File: config.mk
export PLATFORM = sky130hd
export DESIGN_NAME = histo_frame_serializer
export DESIGN_NICKNAME = d
export VERILOG_FILES = /design/src/rtl/histo_frame_serializer.sv
export SDC_FILE = /design/constraint.sdc
export NUM_CORES = 1
export LEC_CHECK = 0
export CORE_ASPECT_RATIO = 0.8
export CORE_UTILIZATION = 60
export CTS_BUF_LIST = sky130_fd_sc_hd__clkbuf_8
export DETAILED_ROUTE_END_ITERATION = 10
export MAX_ROUTING_LAYER = met4
export PLACE_DENSITY_LB_ADDON = 0.2
export SLEW_MARGIN = 20
export SYNTH_ARGS = -nofsm -noshare
export SYNTH_HDL_FRONTEND = slang
export SYNTH_SLANG_ARGS = --single-unit
File: constraint.sdc
create_clock -name clk -period 7.1 [get_ports clk]
set_input_delay 1.42 -clock clk [delete_from_list [all_inputs] [get_ports clk]]
set_output_delay 1.42 -clock clk [all_outputs]
set_load 0.1 [all_outputs]
File: src/rtl/histo_frame_serializer.sv
// Parallel-to-serial feeder for the run-length histogram stage: a 2-deep frame FIFO
// followed by a PULSE/LEAD/SHIFT/TAIL replay FSM with registered outputs.
module histo_frame_serializer #(
  parameter int unsigned SEQ_W = 16,
  parameter int unsigned LEAD  = 2,
  parameter int unsigned TAIL  = 1
) (
  input  logic             clk,
  input  logic             rst,
  input  logic             frame_valid,
  output logic             frame_ready,
  input  logic [SEQ_W-1:0] frame_mask,
  input  logic [SEQ_W-1:0] frame_data,
  output logic             hist_int,
  output logic             data_valid,
  output logic             data_in,
  output logic             busy,
  output logic [15:0]      frames_sent
);

  localparam int unsigned IdxW   = $clog2(SEQ_W) + 1;
  localparam int unsigned SelW   = $clog2(SEQ_W);
  localparam int unsigned GapMax = (LEAD > TAIL) ? LEAD : TAIL;
  localparam int unsigned GapW   = $clog2(GapMax + 1);

  typedef enum logic [2:0] {StIdle, StPulse, StLead, StShift, StTail} state_e;

  state_e           state_q, state_d;
  logic [IdxW-1:0]  idx_q, idx_d;
  logic [GapW-1:0]  gap_q, gap_d;
  logic [SEQ_W-1:0] mask_q, mask_d, data_q, data_d;
  logic [15:0]      frames_sent_q, frames_sent_d;
  logic             hist_int_q, hist_int_d;
  logic             data_valid_q, data_valid_d;
  logic             data_in_q, data_in_d;
  logic             busy_q, busy_d;

  // Two-entry frame FIFO
  logic [SEQ_W-1:0] fifo_mask_q [2];
  logic [SEQ_W-1:0] fifo_data_q [2];
  logic             wr_ptr_q, rd_ptr_q;
  logic [1:0]       count_q, count_d;
  logic             push, pop;

  assign frame_ready = (count_q != 2'd2);
  assign push        = frame_valid && frame_ready;

  always_comb begin
    count_d = count_q;
    if (push && !pop) begin
      count_d = count_q + 2'd1;
    end else if (pop && !push) begin
      count_d = count_q - 2'd1;
    end
  end

  always_ff @(posedge clk) begin
    if (push && !rst) begin
      fifo_mask_q[wr_ptr_q] <= frame_mask;
      fifo_data_q[wr_ptr_q] <= frame_data;
    end
  end

  always_ff @(posedge clk) begin
    if (rst) begin
      wr_ptr_q <= 1'b0;
      rd_ptr_q <= 1'b0;
      count_q  <= 2'd0;
    end else begin
      if (push) wr_ptr_q <= ~wr_ptr_q;
      if (pop)  rd_ptr_q <= ~rd_ptr_q;
      count_q <= count_d;
    end
  end

  always_comb begin
    state_d       = state_q;
    idx_d         = idx_q;
    gap_d         = gap_q;
    mask_d        = mask_q;
    data_d        = data_q;
    frames_sent_d = frames_sent_q;
    pop           = 1'b0;
    unique case (state_q)
      StIdle: begin
        if (count_q != 2'd0) begin
          pop     = 1'b1;
          state_d = StPulse;
        end
      end
      StPulse: begin
        if (LEAD > 0) begin
          state_d = StLead;
          gap_d   = '0;
        end else begin
          state_d = StShift;
          idx_d   = '0;
        end
      end
      StLead: begin
        if (gap_q == GapW'(LEAD - 1)) begin
          state_d = StShift;
          idx_d   = '0;
        end else begin
          gap_d = gap_q + 1'b1;
        end
      end
      StShift: begin
        if (idx_q == IdxW'(SEQ_W - 1)) begin
          state_d = StTail;
          gap_d   = '0;
        end else begin
          idx_d = idx_q + 1'b1;
        end
      end
      StTail: begin
        if (gap_q == GapW'(TAIL - 1)) begin
          frames_sent_d = frames_sent_q + 16'd1;
          // Chain straight into the next frame so the period stays fixed
          if (count_q != 2'd0) begin
            pop     = 1'b1;
            state_d = StPulse;
          end else begin
            state_d = StIdle;
          end
        end else begin
          gap_d = gap_q + 1'b1;
        end
      end
      default: state_d = StIdle;
    endcase
    if (pop) begin
      mask_d = fifo_mask_q[rd_ptr_q];
      data_d = fifo_data_q[rd_ptr_q];
    end
    // Outputs are decoded from the next state so they register in step with it
    hist_int_d   = (state_d == StPulse);
    data_valid_d = (state_d == StShift) && mask_d[idx_d[SelW-1:0]];
    data_in_d    = (state_d == StShift) && mask_d[idx_d[SelW-1:0]] && data_d[idx_d[SelW-1:0]];
    busy_d       = (state_d != StIdle);
  end

  always_ff @(posedge clk) begin
    if (rst) begin
      state_q       <= StIdle;
      idx_q         <= '0;
      gap_q         <= '0;
      mask_q        <= '0;
      data_q        <= '0;
      frames_sent_q <= 16'd0;
      hist_int_q    <= 1'b0;
      data_valid_q  <= 1'b0;
      data_in_q     <= 1'b0;
      busy_q        <= 1'b0;
    end else begin
      state_q       <= state_d;
      idx_q         <= idx_d;
      gap_q         <= gap_d;
      mask_q        <= mask_d;
      data_q        <= data_d;
      frames_sent_q <= frames_sent_d;
      hist_int_q    <= hist_int_d;
      data_valid_q  <= data_valid_d;
      data_in_q     <= data_in_d;
      busy_q        <= busy_d;
    end
  end

  assign hist_int    = hist_int_q;
  assign data_valid  = data_valid_q;
  assign data_in     = data_in_q;
  assign busy        = busy_q;
  assign frames_sent = frames_sent_q;

endmodule

==> impl_metrics.prom, run 1 <==
# TYPE chip_impl_metric gauge
chip_impl_metric{name="synthesis.area_per_instance",unit="sq um"} 11.8
chip_impl_info{name="main_synth_ff_type",value="sky130_fd_sc_hd__dfxtp_1"} 1
chip_impl_metric{name="wirelength",unit="um"} 9910
chip_impl_metric{name="antenna_found_initial",unit=""} 0
chip_impl_metric{name="static-leakage-power",unit="uW"} 0.00232
chip_impl_metric{name="post_route_cells_drive_above_1_share",unit=""} 0.108
chip_impl_metric{name="setup-tns-final",unit="ns"} 0
chip_impl_metric{name="antennaDiodeCount",unit=""} 0
chip_impl_metric{name="critical_path.max_stage_delay",unit="ns"} 1.15
chip_impl_metric{name="timing.final.setup_violations",unit=""} 0
chip_impl_metric{name="placement.io_buffers",unit=""} 55
chip_impl_metric{name="dpl.hpwl",unit="um"} 6390
chip_impl_metric{name="yosys.cell_types.count",unit=""} 51
chip_impl_metric{name="number_of_buffers_and_inverters_on_the_critical_path",unit=""} 1
chip_impl_metric{name="maximum_number_of_pins_on_one_net_before_global_route_repair",unit=""} 68
chip_impl_metric{name="timing.max_cap.violations",unit=""} 0
chip_impl_metric{name="fillCellCount",unit=""} 574
chip_impl_metric{name="height_of_the_die",unit="um"} 87.5
chip_impl_info{name="timing.hold.worst.class",value="reg2reg"} 1
chip_impl_info{name="timing.rr.end",value="data_in"} 1
chip_impl_metric{name="timing_worst_slew_pin_value",unit="ns"} 0.992
chip_impl_metric{name="achievable-frequency",unit="MHz"} 281
chip_impl_metric{name="finalWorstPathRequiredPeriod",unit="ns"} 3.56
chip_impl_metric{name="vias",unit=""} 3634
chip_impl_info{name="criticalPathCategory",value="reg2out"} 1
chip_impl_metric{name="final_util",unit=""} 0.749
chip_impl_metric{name="worst-r2r-setup-slack",unit="ns"} 3.88
chip_impl_metric{name="place_inst",unit=""} 609
chip_impl_info{name="top_library_cells_by_usage_in_the_layout_fill_and_taps_aside",value="sky130_fd_sc_hd__nor2_1, sky130_fd_sc_hd__dfxtp_1, sky130_fd_sc_hd__edfxtp_1"} 1
chip_impl_metric{name="synth_area",unit="sq mm"} 0.00549
chip_impl_metric{name="place_congestion",unit=""} 0.795
chip_impl_info{name="mostFrequentLayoutCell",value="sky130_fd_sc_hd__nor2_1"} 1
chip_impl_info{name="clock-root-buffer",value="sky130_fd_sc_hd__clkbuf_8"} 1
chip_impl_metric{name="die_width",unit="um"} 109
chip_impl_metric{name="cts.clk_slew.worst_paths",unit="ns"} 0.08
chip_impl_info{name="status",value="completed"} 1
chip_impl_metric{name="postSynthCellCount",unit=""} 465
chip_impl_metric{name="post-route-worst-setup-slack",unit="ns"} 3.54
chip_impl_metric{name="synth-warning-count",unit=""} 0
chip_impl_metric{name="power.density",unit="mW/mm^2"} 345
chip_impl_info{name="netlist_top_cells_area",value="sky130_fd_sc_hd__edfxtp_1, sky130_fd_sc_hd__dfxtp_1, sky130_fd_sc_hd__mux2i_1"} 1
chip_impl_metric{name="first_pass_grt_wire_length",unit="um"} 16200
chip_impl_info{name="setup.worst_path.start_class",value="flop"} 1
chip_impl_metric{name="post_cts_resized",unit=""} 0
chip_impl_metric{name="first_global_vias",unit=""} 3472
chip_impl_metric{name="hold_path_depth",unit=""} 2
chip_impl_info{name="tritoncts_clock_tree",value="built"} 1
chip_impl_metric{name="ctsHtreeMaxLevel",unit=""} 4
chip_impl_metric{name="required_worst_endpoint",unit="ns"} 5.68
chip_impl_metric{name="ir_worst_vdd",unit="mV"} 0.270
chip_impl_metric{name="ant_nets",unit=""} 0
chip_impl_info{name="cpLargestDelayFamily",value="buffers and inverters"} 1
chip_impl_metric{name="clkLatencyLatePin",unit="ns"} 0.43
chip_impl_metric{name="register_area",unit="sq mm"} 0.00327
chip_impl_metric{name="drt_pass1_iterations",unit=""} 4
chip_impl_info{name="crit_path_start",value="count_q[0]"} 1
chip_impl_metric{name="area_share_of_the_largest_cell_type_after_synthesis",unit=""} 0.350
chip_impl_metric{name="clock_path_buffers",unit=""} 2
chip_impl_info{name="synthDominantAreaCellType",value="sky130_fd_sc_hd__edfxtp_1"} 1
chip_impl_metric{name="placeable_area",unit="sq mm"} 0.00867
chip_impl_info{name="crit_end",value="frame_ready"} 1
chip_impl_metric{name="row_count",unit=""} 30
chip_impl_metric{name="avgRoutedWirePerCell",unit="um"} 15.5
chip_impl_info{name="sort_of_element_at_the_end_of_the_critical_path",value="primary output"} 1
chip_impl_metric{name="highest_net_fanout_along_the_worst_path",unit=""} 4
chip_impl_metric{name="areaGrowthSynthToFinish",unit="%"} 18.3
chip_impl_metric{name="overflow",unit=""} 0
chip_impl_metric{name="clock_skew",unit="ns"} 0.0108
chip_impl_metric{name="finalHoldViolCount",unit=""} 0
chip_impl_metric{name="ys_ff_latch",unit=""} 131
chip_impl_metric{name="clock_sinks",unit=""} 131
chip_impl_info{name="grt_setup_unrepaired",value="no"} 1
chip_impl_metric{name="critical_path_depth",unit=""} 2
chip_impl_metric{name="ioPinCount",unit=""} 56
chip_impl_metric{name="synth-edff-count",unit=""} 64
chip_impl_info{name="critPathSlowestCell",value="sky130_fd_sc_hd__clkdlybuf4s50_1"} 1
chip_impl_metric{name="worst-r2r-cell-count",unit=""} 9
chip_impl_metric{name="maxSlewViolCount",unit=""} 0
chip_impl_metric{name="grt_use_total",unit=""} 0.233
chip_impl_metric{name="synth_seq_area_share",unit=""} 0.595
chip_impl_metric{name="drt_iter0_drc",unit=""} 231
chip_impl_metric{name="critPathArrivalTime",unit="ns"} 2.14
chip_impl_metric{name="ys_async_sr_fraction",unit=""} 0
chip_impl_metric{name="timing.max_slew.rel_slack",unit=""} 0.337
chip_impl_info{name="reg2reg_from",value="idx_q[0]"} 1
chip_impl_metric{name="initial_utilization",unit=""} 0.633
chip_impl_metric{name="nets",unit=""} 556
chip_impl_info{name="series_of_cell_instances_along_the_critical_path",value="nand2b_1, clkdlybuf4s50_1"} 1
chip_impl_metric{name="cts_post_setup_buffers_inserted",unit=""} 0
chip_impl_metric{name="die_area",unit="sq mm"} 0.00954
chip_impl_metric{name="multi_input_comb_area",unit="sq mm"} 0.00207
chip_impl_metric{name="pre_cts_slack",unit="ns"} 3.48
chip_impl_metric{name="finish.cell_count_without_fillers",unit=""} 641
chip_impl_metric{name="syn-num-nets",unit=""} 505
chip_impl_metric{name="ctsHoldBuffers",unit=""} 0
chip_impl_metric{name="dr_drc_count",unit=""} 0
chip_impl_metric{name="cts_made_buffers",unit=""} 17
chip_impl_metric{name="period_utilization",unit=""} 0.502
chip_impl_metric{name="route.detailed.vias_per_inst",unit=""} 5.67
## where the power goes
group          switching, uW  internal, uW  leakage (uW)
registers               91.1           913       0.00113
logic                    364           241      0.000983
clock network            297           335      0.000202
## layout make-up
cell class | count | share of cell area
Inverter | 6 | 0.00347
Clock inverter | 13 | 0.0224
Sequential cell | 131 | 0.503
Multi-Input combinational cell | 300 | 0.319
Clock buffer | 19 | 0.0403
Timing Repair Buffer | 60 | 0.0898
Tap cell | 112 | 0.0216
## tightest hold or removal path, cell delays in order, from the launching register on
cell                      delay (ns)
sky130_fd_sc_hd__dfxtp_1        0.32
sky130_fd_sc_hd__a21oi_1        0.07
sky130_fd_sc_hd__nor2_1         0.07
## worst min-delay path by stage
stage | startpoint | slack, ns | endpoint
2_1_floorplan | data_q[10] | 0.45 | data_q[10]
3_3_place_gp | data_q[0] | 0.46 | data_q[0]
3_5_place_dp | data_q[6] | 0.47 | data_q[6]
4_1_cts | data_q[6] | 0.49 | data_q[6]
5_1_grt | idx_q[4] | 0.51 | idx_q[4]
6_report | data_q[6] | 0.49 | data_q[6]
## registers in the layout, summed over array words and instances (netlist names), 2 cells and up, named ones only
name	cells
fifo_data_q	32
data_q	16
idx_q	5
fifo_mask_q	32
gap_q	2
count_q	2
mask_q	16
frames_sent	16
state_q	3
## per-stage QoR
| step | hold WS, ns | area, sq um | total power [uW] |
|---|---|---|---|
| after floorplan | 0.445 | 5490 | 1490 |
| after global placement | 0.458 | 6080 | 1600 |
| after detailed placement | 0.470 | 6080 | 1620 |
| after CTS | 0.489 | 6490 | 2260 |
| after global routing | 0.508 | 6490 | 2370 |
| final | 0.485 | 6490 | 2240 |
## kinds of logic (layout without fill, tap and decap cells)
kind of cell	after synthesis	in the layout	synth area share
compound gates	75	75	0.0962
xor+xnor	16	16	0.0255
fa+ha+maj	5	5	0.0114
buf+inv	34	98	0.0305
flops	131	131	0.595
mux	60	60	0.115
simple gates	144	144	0.127
## metal layers
layer  GRT usage  vias up  part of all wire
li1            -     1802                 -
met4      0.0737        0             0.010
met5           -        -                 0
met1       0.286     1734              0.45
met2       0.375       88              0.50
met3      0.0662       10             0.042
## synth_stat cells, types with 3 or more instances
| master | n |
|---|---|
| sky130_fd_sc_hd__o211ai_1 | 4 |
| sky130_fd_sc_hd__xor2_1 | 12 |
| sky130_fd_sc_hd__and3_1 | 6 |
| sky130_fd_sc_hd__nor3_1 | 6 |
| sky130_fd_sc_hd__or3_1 | 4 |
| sky130_fd_sc_hd__dfxtp_1 | 67 |
| sky130_fd_sc_hd__edfxtp_1 | 64 |
| sky130_fd_sc_hd__inv_1 | 6 |
| sky130_fd_sc_hd__ha_1 | 5 |
| sky130_fd_sc_hd__nand3_1 | 5 |
| sky130_fd_sc_hd__xnor2_1 | 4 |
| sky130_fd_sc_hd__o21ai_0 | 5 |
| sky130_fd_sc_hd__mux2i_1 | 53 |
| sky130_fd_sc_hd__buf_1 | 5 |
| sky130_fd_sc_hd__nand2_1 | 14 |
| sky130_fd_sc_hd__a21oi_1 | 30 |
| sky130_fd_sc_hd__nand4_1 | 10 |
| sky130_fd_sc_hd__a211oi_1 | 18 |
| sky130_fd_sc_hd__mux2_2 | 5 |
| sky130_fd_sc_hd__clkbuf_1 | 13 |
| sky130_fd_sc_hd__nor2b_1 | 3 |
| sky130_fd_sc_hd__buf_2 | 5 |
| sky130_fd_sc_hd__a31oi_1 | 3 |
| sky130_fd_sc_hd__nand2b_1 | 5 |
| sky130_fd_sc_hd__nor2_1 | 80 |
Note: power is estimated with default switching activity, not from simulation.
==> run 2: changes to the inputs <==
--- a/config.mk
+++ b/config.mk
@@ -6,7 +6,7 @@
 export NUM_CORES = 1
 export LEC_CHECK = 0
 export CORE_ASPECT_RATIO = 0.8
-export CORE_UTILIZATION = 60
+export CORE_UTILIZATION = 59
 export CTS_BUF_LIST = sky130_fd_sc_hd__clkbuf_8
 export DETAILED_ROUTE_END_ITERATION = 10
 export MAX_ROUTING_LAYER = met4
==> constraint.sdc (replaced) <==
create_clock -name clk -period 3.6 [get_ports clk]
set_input_delay 0.72 -clock clk [delete_from_list [all_inputs] [get_ports clk]]
set_output_delay 0.72 -clock clk [all_outputs]
set_load 0.1 [all_outputs]
==> run 2 against run 1 <==
First-iteration DRC count fell by 23%. Largest power group unchanged. Highest routed layer unchanged. Register-to-register slack got worse by 3.2 ns. Via count rose by 0.99%. Final cell count rose by 1.4%. Sequential power rose by 95%. Sequential cell count did not move. Wire length rose by 2.1%.
==> impl_metrics.prom, run 2 (synthesis results as in run 1) <==
# TYPE chip_impl_metric gauge
chip_impl_info{name="setup.worst_path.start_class",value="flop"} 1
chip_impl_metric{name="vias",unit=""} 3670
chip_impl_metric{name="post-route-worst-setup-slack",unit="ns"} 0.640
chip_impl_metric{name="finalHoldViolCount",unit=""} 0
chip_impl_metric{name="critical_path_depth",unit=""} 10
chip_impl_info{name="reg_top3",value="fifo_data_q: 32 flops, fifo_mask_q: 32 flops"} 1
chip_impl_metric{name="first_pass_grt_wire_length",unit="um"} 16400
chip_impl_metric{name="clkLatencyLatePin",unit="ns"} 0.43
chip_impl_metric{name="grt_use_total",unit=""} 0.236
chip_impl_metric{name="number_of_buffers_and_inverters_on_the_critical_path",unit=""} 1
chip_impl_metric{name="highest_net_fanout_along_the_worst_path",unit=""} 10
chip_impl_metric{name="achievable-frequency",unit="MHz"} 338
chip_impl_metric{name="power.switching",unit="uW"} 1480
chip_impl_metric{name="worst-r2r-cell-count",unit=""} 10
chip_impl_metric{name="finish.cell_count_without_fillers",unit=""} 650
chip_impl_metric{name="post_cts_resized",unit=""} 0
chip_impl_metric{name="place_congestion",unit=""} 0.838
chip_impl_metric{name="ir_worst_vdd",unit="mV"} 0.486
chip_impl_metric{name="cts_made_buffers",unit=""} 17
chip_impl_metric{name="relative_contribution_of_sequential_cells_to_total_power",unit=""} 0.437
chip_impl_metric{name="finalWorstPathRequiredPeriod",unit="ns"} 2.96
chip_impl_info{name="top_library_cells_by_usage_in_the_layout_fill_and_taps_aside",value="sky130_fd_sc_hd__nor2_1, sky130_fd_sc_hd__dfxtp_1, sky130_fd_sc_hd__edfxtp_1"} 1
chip_impl_info{name="criticalPathCategory",value="reg2reg"} 1
chip_impl_metric{name="antennaDiodeCount",unit=""} 0
chip_impl_metric{name="die_area",unit="sq mm"} 0.00969
chip_impl_metric{name="critical_path.max_stage_delay",unit="ns"} 0.39
chip_impl_metric{name="wirelength",unit="um"} 10100
chip_impl_info{name="grt_setup_unrepaired",value="no"} 1
chip_impl_metric{name="first_global_vias",unit=""} 3451
chip_impl_metric{name="die_width",unit="um"} 110
chip_impl_metric{name="nets",unit=""} 562
chip_impl_metric{name="clock_skew",unit="ns"} 0.0144
chip_impl_metric{name="worst-r2r-setup-slack",unit="ns"} 0.64
chip_impl_info{name="crit_path_start",value="idx_q[0]"} 1
chip_impl_metric{name="static-leakage-power",unit="uW"} 0.00235
chip_impl_metric{name="critPathArrivalTime",unit="ns"} 3.27
chip_impl_metric{name="power.share.combinational",unit=""} 0.280
chip_impl_metric{name="maximum_number_of_pins_on_one_net_before_global_route_repair",unit=""} 47
chip_impl_metric{name="place_inst",unit=""} 618
chip_impl_metric{name="setup-tns-final",unit="ns"} 0
chip_impl_metric{name="initial_utilization",unit=""} 0.607
chip_impl_info{name="crit_end",value="data_in"} 1
chip_impl_metric{name="drt_iter0_drc",unit=""} 178
chip_impl_metric{name="cts.clk_slew.worst_paths",unit="ns"} 0.07
chip_impl_metric{name="post_route_cells_drive_above_1_share",unit=""} 0.114
chip_impl_metric{name="clock_path_buffers",unit=""} 2
chip_impl_metric{name="areaGrowthSynthToFinish",unit="%"} 19.4
chip_impl_info{name="tritoncts_clock_tree",value="built"} 1
chip_impl_metric{name="period_utilization",unit=""} 0.822
chip_impl_info{name="critPathSlowestCell",value="sky130_fd_sc_hd__a21oi_4"} 1
chip_impl_metric{name="power.share.clock",unit=""} 0.284
chip_impl_metric{name="fillCellCount",unit=""} 636
chip_impl_info{name="sort_of_element_at_the_end_of_the_critical_path",value="flop"} 1
chip_impl_metric{name="cts_post_setup_buffers_inserted",unit=""} 0
chip_impl_metric{name="timing.max_slew.rel_slack",unit=""} 0.346
chip_impl_metric{name="dr_drc_count",unit=""} 0
chip_impl_info{name="clock-root-buffer",value="sky130_fd_sc_hd__clkbuf_8"} 1
chip_impl_metric{name="maxSlewViolCount",unit=""} 0
chip_impl_metric{name="avgRoutedWirePerCell",unit="um"} 15.6
chip_impl_metric{name="fin_worst_hold_slack",unit="ns"} 0.474
chip_impl_metric{name="ctsHoldBuffers",unit=""} 0
chip_impl_metric{name="timing.max_cap.violations",unit=""} 0
chip_impl_info{name="timing.hold.worst.class",value="reg2reg"} 1
chip_impl_metric{name="pre_cts_slack",unit="ns"} 0.643
chip_impl_metric{name="route.detailed.vias_per_inst",unit=""} 5.65
chip_impl_metric{name="power_switching_share",unit=""} 0.330
chip_impl_metric{name="required_worst_endpoint",unit="ns"} 3.91
chip_impl_metric{name="dpl.hpwl",unit="um"} 6710
chip_impl_metric{name="ctsHtreeMaxLevel",unit=""} 4
chip_impl_metric{name="timing_worst_slew_pin_value",unit="ns"} 0.978
chip_impl_metric{name="ioPinCount",unit=""} 56
chip_impl_info{name="cpLargestDelayFamily",value="compound AO/OA/AOI/OAI gates"} 1
chip_impl_metric{name="register_area",unit="sq mm"} 0.00326
chip_impl_metric{name="drt_pass1_iterations",unit=""} 6
chip_impl_metric{name="antenna_found_initial",unit=""} 0
chip_impl_metric{name="overflow",unit=""} 0
chip_impl_metric{name="timing.final.setup_violations",unit=""} 0
chip_impl_info{name="timing.rr.end",value="data_in"} 1
chip_impl_metric{name="clock_sinks",unit=""} 131
chip_impl_metric{name="placeable_area",unit="sq mm"} 0.00904
chip_impl_metric{name="ant_nets",unit=""} 0
chip_impl_metric{name="internal_power",unit="uW"} 3000
chip_impl_info{name="mostFrequentLayoutCell",value="sky130_fd_sc_hd__nor2_1"} 1
chip_impl_metric{name="row_count",unit=""} 31
chip_impl_info{name="reg2reg_from",value="idx_q[0]"} 1
chip_impl_metric{name="placement.io_buffers",unit=""} 55
chip_impl_metric{name="height_of_the_die",unit="um"} 88.3
chip_impl_info{name="worst_path_most_repeated_cell",value="sky130_fd_sc_hd__mux2i_1"} 1
chip_impl_metric{name="power.density",unit="mW/mm^2"} 682
chip_impl_metric{name="multi_input_comb_area",unit="sq mm"} 0.00209
chip_impl_info{name="series_of_cell_instances_along_the_critical_path",value="ha_1, and4b_1, a211o_1, a21oi_4, buf_4, mux4_2, mux2i_1, mux2i_1, o211ai_1, o22ai_2"} 1
chip_impl_info{name="status",value="completed"} 1
[run 2: final cells by class]
cell class	count	share of cell area
flip-flops and latches	131	0.498
multi-input cells	300	0.318
repair buffers	66	0.0955
clock buffers	18	0.0378
clock inverters	14	0.0248
well taps	115	0.0220
inverters	6	0.00344
[run 2: worst min-delay path by stage]
stage,from,cells after the start,endpoint
finish,idx_q[4],1,idx_q[4]
global route,idx_q[4],1,idx_q[4]
CTS,idx_q[4],1,idx_q[4]
detailed placement,idx_q[4],1,idx_q[4]
global placement,data_q[2],2,data_q[2]
floorplan,data_q[10],2,data_q[10]
[run 2: per-stage QoR]
step           area [sq um]  total power, uW   util
2_1_floorplan          5500             2950      -
3_3_place_gp           6140             3180  0.680
3_5_place_dp           6140             3230  0.680
4_1_cts                6550             4500  0.725
5_1_grt                6550             4710  0.725
6_report               6550             4470  0.725
[run 2: layer usage]
layer	part of all wire	track usage	up-vias
met1	0.47	0.301	1748
met5	0	-	-
met2	0.47	0.352	87
met4	0.018	0.0994	0
li1	-	-	1818
met3	0.048	0.0685	17
[run 2: power groups by stage]
stage	Clock (uW)	Sequential, uW	Combinational [uW]
final	1270	1950	1250
after CTS	1290	1950	1250
after floorplan	0	1970	978
after global placement	0	1970	1210
after detailed placement	0	1990	1250
after global routing	1350	1980	1380
==> run 3: changes to the inputs <==
==> constraint.sdc (replaced) <==
create_clock -name clk -period 3.1 [get_ports clk]
set_input_delay 0.62 -clock clk [delete_from_list [all_inputs] [get_ports clk]]
set_output_delay 0.62 -clock clk [all_outputs]
set_load 0.1 [all_outputs]
==> run 3 against run 2 <==
Maximum frequency rose by 3.4%. Die area unchanged. First-iteration DRC count increased by 13%. Wire length shrank 0.82%. The flow now finishes with violations (DRC). Global-route usage is 0.32 points higher. Highest routed layer unchanged. Design area shrank 0.32%. Clock power rose by 19%. Sequential share of layout area increased by 0.16 points.
==> impl_metrics.prom, run 3 (synthesis results as in run 1) <==
# TYPE chip_impl_metric gauge
chip_impl_metric{name="initial_utilization",unit=""} 0.607
chip_impl_metric{name="antennaDiodeCount",unit=""} 0
chip_impl_info{name="criticalPathCategory",value="reg2reg"} 1
chip_impl_metric{name="clock_sinks",unit=""} 131
chip_impl_info{name="critPathSlowestCell",value="sky130_fd_sc_hd__a211o_1"} 1
chip_impl_metric{name="cts_post_setup_buffers_inserted",unit=""} 0
chip_impl_info{name="crit_path_start",value="idx_q[0]"} 1
chip_impl_metric{name="wirelength",unit="um"} 10000
chip_impl_info{name="timing.rr.end",value="data_in"} 1
chip_impl_info{name="status",value="finished with violations"} 1
chip_impl_metric{name="power_switching_share",unit=""} 0.333
chip_impl_metric{name="worst-r2r-cell-count",unit=""} 9
chip_impl_metric{name="fillCellCount",unit=""} 645
chip_impl_info{name="setup.worst_path.start_class",value="flop"} 1
chip_impl_metric{name="maximum_number_of_pins_on_one_net_before_global_route_repair",unit=""} 45
chip_impl_metric{name="ioPinCount",unit=""} 56
chip_impl_metric{name="critical_path.max_stage_delay",unit="ns"} 0.37
chip_impl_metric{name="ctsHtreeMaxLevel",unit=""} 4
chip_impl_metric{name="critPathArrivalTime",unit="ns"} 3.23
chip_impl_metric{name="timing.final.setup_violations",unit=""} 0
chip_impl_info{name="mostFrequentLayoutCell",value="sky130_fd_sc_hd__nor2_1"} 1
chip_impl_metric{name="achievable-frequency",unit="MHz"} 349
chip_impl_metric{name="finish.cell_count_without_fillers",unit=""} 652
chip_impl_info{name="tritoncts_clock_tree",value="built"} 1
chip_impl_metric{name="cts_made_buffers",unit=""} 17
chip_impl_metric{name="clock_skew",unit="ns"} 0.00922
chip_impl_metric{name="worst-r2r-setup-slack",unit="ns"} 0.24
chip_impl_metric{name="power.share.clock",unit=""} 0.288
chip_impl_metric{name="power.share.combinational",unit=""} 0.284
chip_impl_metric{name="finalWorstPathRequiredPeriod",unit="ns"} 2.86
chip_impl_info{name="reg2reg_from",value="idx_q[0]"} 1
chip_impl_metric{name="dr_drc_count",unit=""} 2
chip_impl_metric{name="clock_path_buffers",unit=""} 2
chip_impl_metric{name="placement.io_buffers",unit=""} 55
chip_impl_metric{name="relative_contribution_of_sequential_cells_to_total_power",unit=""} 0.427
chip_impl_metric{name="route.detailed.vias_per_inst",unit=""} 5.59
chip_impl_metric{name="placeable_area",unit="sq mm"} 0.00904
chip_impl_metric{name="maxSlewViolCount",unit=""} 0
chip_impl_metric{name="avgRoutedWirePerCell",unit="um"} 15.4
chip_impl_metric{name="row_count",unit=""} 31
chip_impl_metric{name="clkLatencyLatePin",unit="ns"} 0.44
chip_impl_info{name="failed_checks",value="DRC"} 1
chip_impl_info{name="top_library_cells_by_usage_in_the_layout_fill_and_taps_aside",value="sky130_fd_sc_hd__nor2_1, sky130_fd_sc_hd__dfxtp_1, sky130_fd_sc_hd__edfxtp_1"} 1
chip_impl_metric{name="fin_worst_hold_slack",unit="ns"} 0.481
chip_impl_metric{name="drt_pass1_iterations",unit=""} 7
chip_impl_metric{name="dpl.hpwl",unit="um"} 6690
chip_impl_info{name="reg_top3",value="fifo_data_q: 32 flops, fifo_mask_q: 32 flops"} 1
chip_impl_info{name="grt_setup_unrepaired",value="no"} 1
chip_impl_metric{name="post_cts_resized",unit=""} 0
chip_impl_metric{name="post_route_cells_drive_above_1_share",unit=""} 0.160
chip_impl_metric{name="height_of_the_die",unit="um"} 88.3
chip_impl_metric{name="place_congestion",unit=""} 0.825
chip_impl_metric{name="internal_power",unit="uW"} 3500
chip_impl_info{name="crit_end",value="data_in"} 1
chip_impl_metric{name="required_worst_endpoint",unit="ns"} 3.47
chip_impl_metric{name="setup-tns-final",unit="ns"} 0
chip_impl_info{name="series_of_cell_instances_along_the_critical_path",value="ha_1, and4b_1, a211o_1, a21oi_4, buf_4, mux2_2, o311ai_4, nand4_2, o22ai_2"} 1
chip_impl_metric{name="antenna_found_initial",unit=""} 0
chip_impl_metric{name="tot_pwr",unit="uW"} 5250
chip_impl_metric{name="vias",unit=""} 3645
chip_impl_info{name="sort_of_element_at_the_end_of_the_critical_path",value="flop"} 1
chip_impl_metric{name="die_area",unit="sq mm"} 0.00969
chip_impl_metric{name="ctsHoldBuffers",unit=""} 0
chip_impl_metric{name="first_global_vias",unit=""} 3407
chip_impl_info{name="timing.hold.worst.class",value="reg2reg"} 1
chip_impl_metric{name="power.switching",unit="uW"} 1750
chip_impl_metric{name="cts.clk_slew.worst_paths",unit="ns"} 0.07
chip_impl_metric{name="areaGrowthSynthToFinish",unit="%"} 19.0
chip_impl_metric{name="highest_net_fanout_along_the_worst_path",unit=""} 12
chip_impl_metric{name="grt_use_total",unit=""} 0.239
chip_impl_metric{name="static-leakage-power",unit="uW"} 0.00241
chip_impl_metric{name="die_width",unit="um"} 110
chip_impl_metric{name="nets",unit=""} 564
chip_impl_metric{name="overflow",unit=""} 0
chip_impl_metric{name="timing.max_slew.rel_slack",unit=""} 0.465
chip_impl_metric{name="timing.max_cap.violations",unit=""} 0
chip_impl_metric{name="first_pass_grt_wire_length",unit="um"} 16500
chip_impl_metric{name="period_utilization",unit=""} 0.923
chip_impl_metric{name="ir_worst_vdd",unit="mV"} 0.644
chip_impl_info{name="clock-root-buffer",value="sky130_fd_sc_hd__clkbuf_8"} 1
chip_impl_metric{name="ant_nets",unit=""} 0
chip_impl_metric{name="finalHoldViolCount",unit=""} 0
chip_impl_metric{name="place_inst",unit=""} 620
chip_impl_metric{name="drt_iter0_drc",unit=""} 202
chip_impl_metric{name="power.density",unit="mW/mm^2"} 803
chip_impl_metric{name="timing_worst_slew_pin_value",unit="ns"} 0.803
[run 3: worst min-delay path by stage]
stage	from	endpoint	slack [ns]	depth (start not counted)
global placement	data_q[2]	data_q[2]	0.46	2
finish	data_q[7]	data_q[7]	0.48	2
global route	data_q[11]	data_q[11]	0.52	2
floorplan	data_q[10]	data_q[10]	0.45	2
CTS	data_q[7]	data_q[7]	0.49	2
detailed placement	data_q[7]	data_q[7]	0.47	2
[run 3: cell type report]
class                   count  area, sq um  area share
repair buffers             68          591      0.0904
clock inverters            14          176      0.0270
well taps                 115          144      0.0220
clock buffers              18          248      0.0379
flip-flops and latches    131         3260       0.500
multi-input cells         300         2090       0.319
inverters                   6         22.5     0.00345
[run 3: routing by layer]
metal / wire (um) / GRT usage
met1: 4580 / 0.294
met2: 4760 / 0.370
met3: 581 / 0.0803
met4: 113 / 0.0836
met5: 0 / -
[run 3: power by group through the flow]
stage                     sequential (uW)  clock, uW  combinational, uW
after CTS                            2240       1550               1490
after global placement               2270          0               1440
after global routing                 2270       1610               1650
final                                2240       1510               1490
after detailed placement             2280          0               1480
after floorplan                      2280          0               1140
[run 3: worst max-delay path, delay by kind of cell, from the launching register on]
kind,cells,cell delay [ns]
simple gates,2,0.46
fa+ha+maj,1,0.24
buf+inv,1,0.25
compound gates,4,1.11
mux,1,0.37
flops,1,0.36
[run 3: metrics by stage]
stage	utilization	setup slack, ns	area [sq um]
after global placement	0.676	0.348	6110
after detailed placement	0.676	0.260	6110
final	0.723	0.239	6530
after floorplan	-	0.194	5510
after global routing	0.723	0.105	6530
after CTS	0.723	0.234	6530
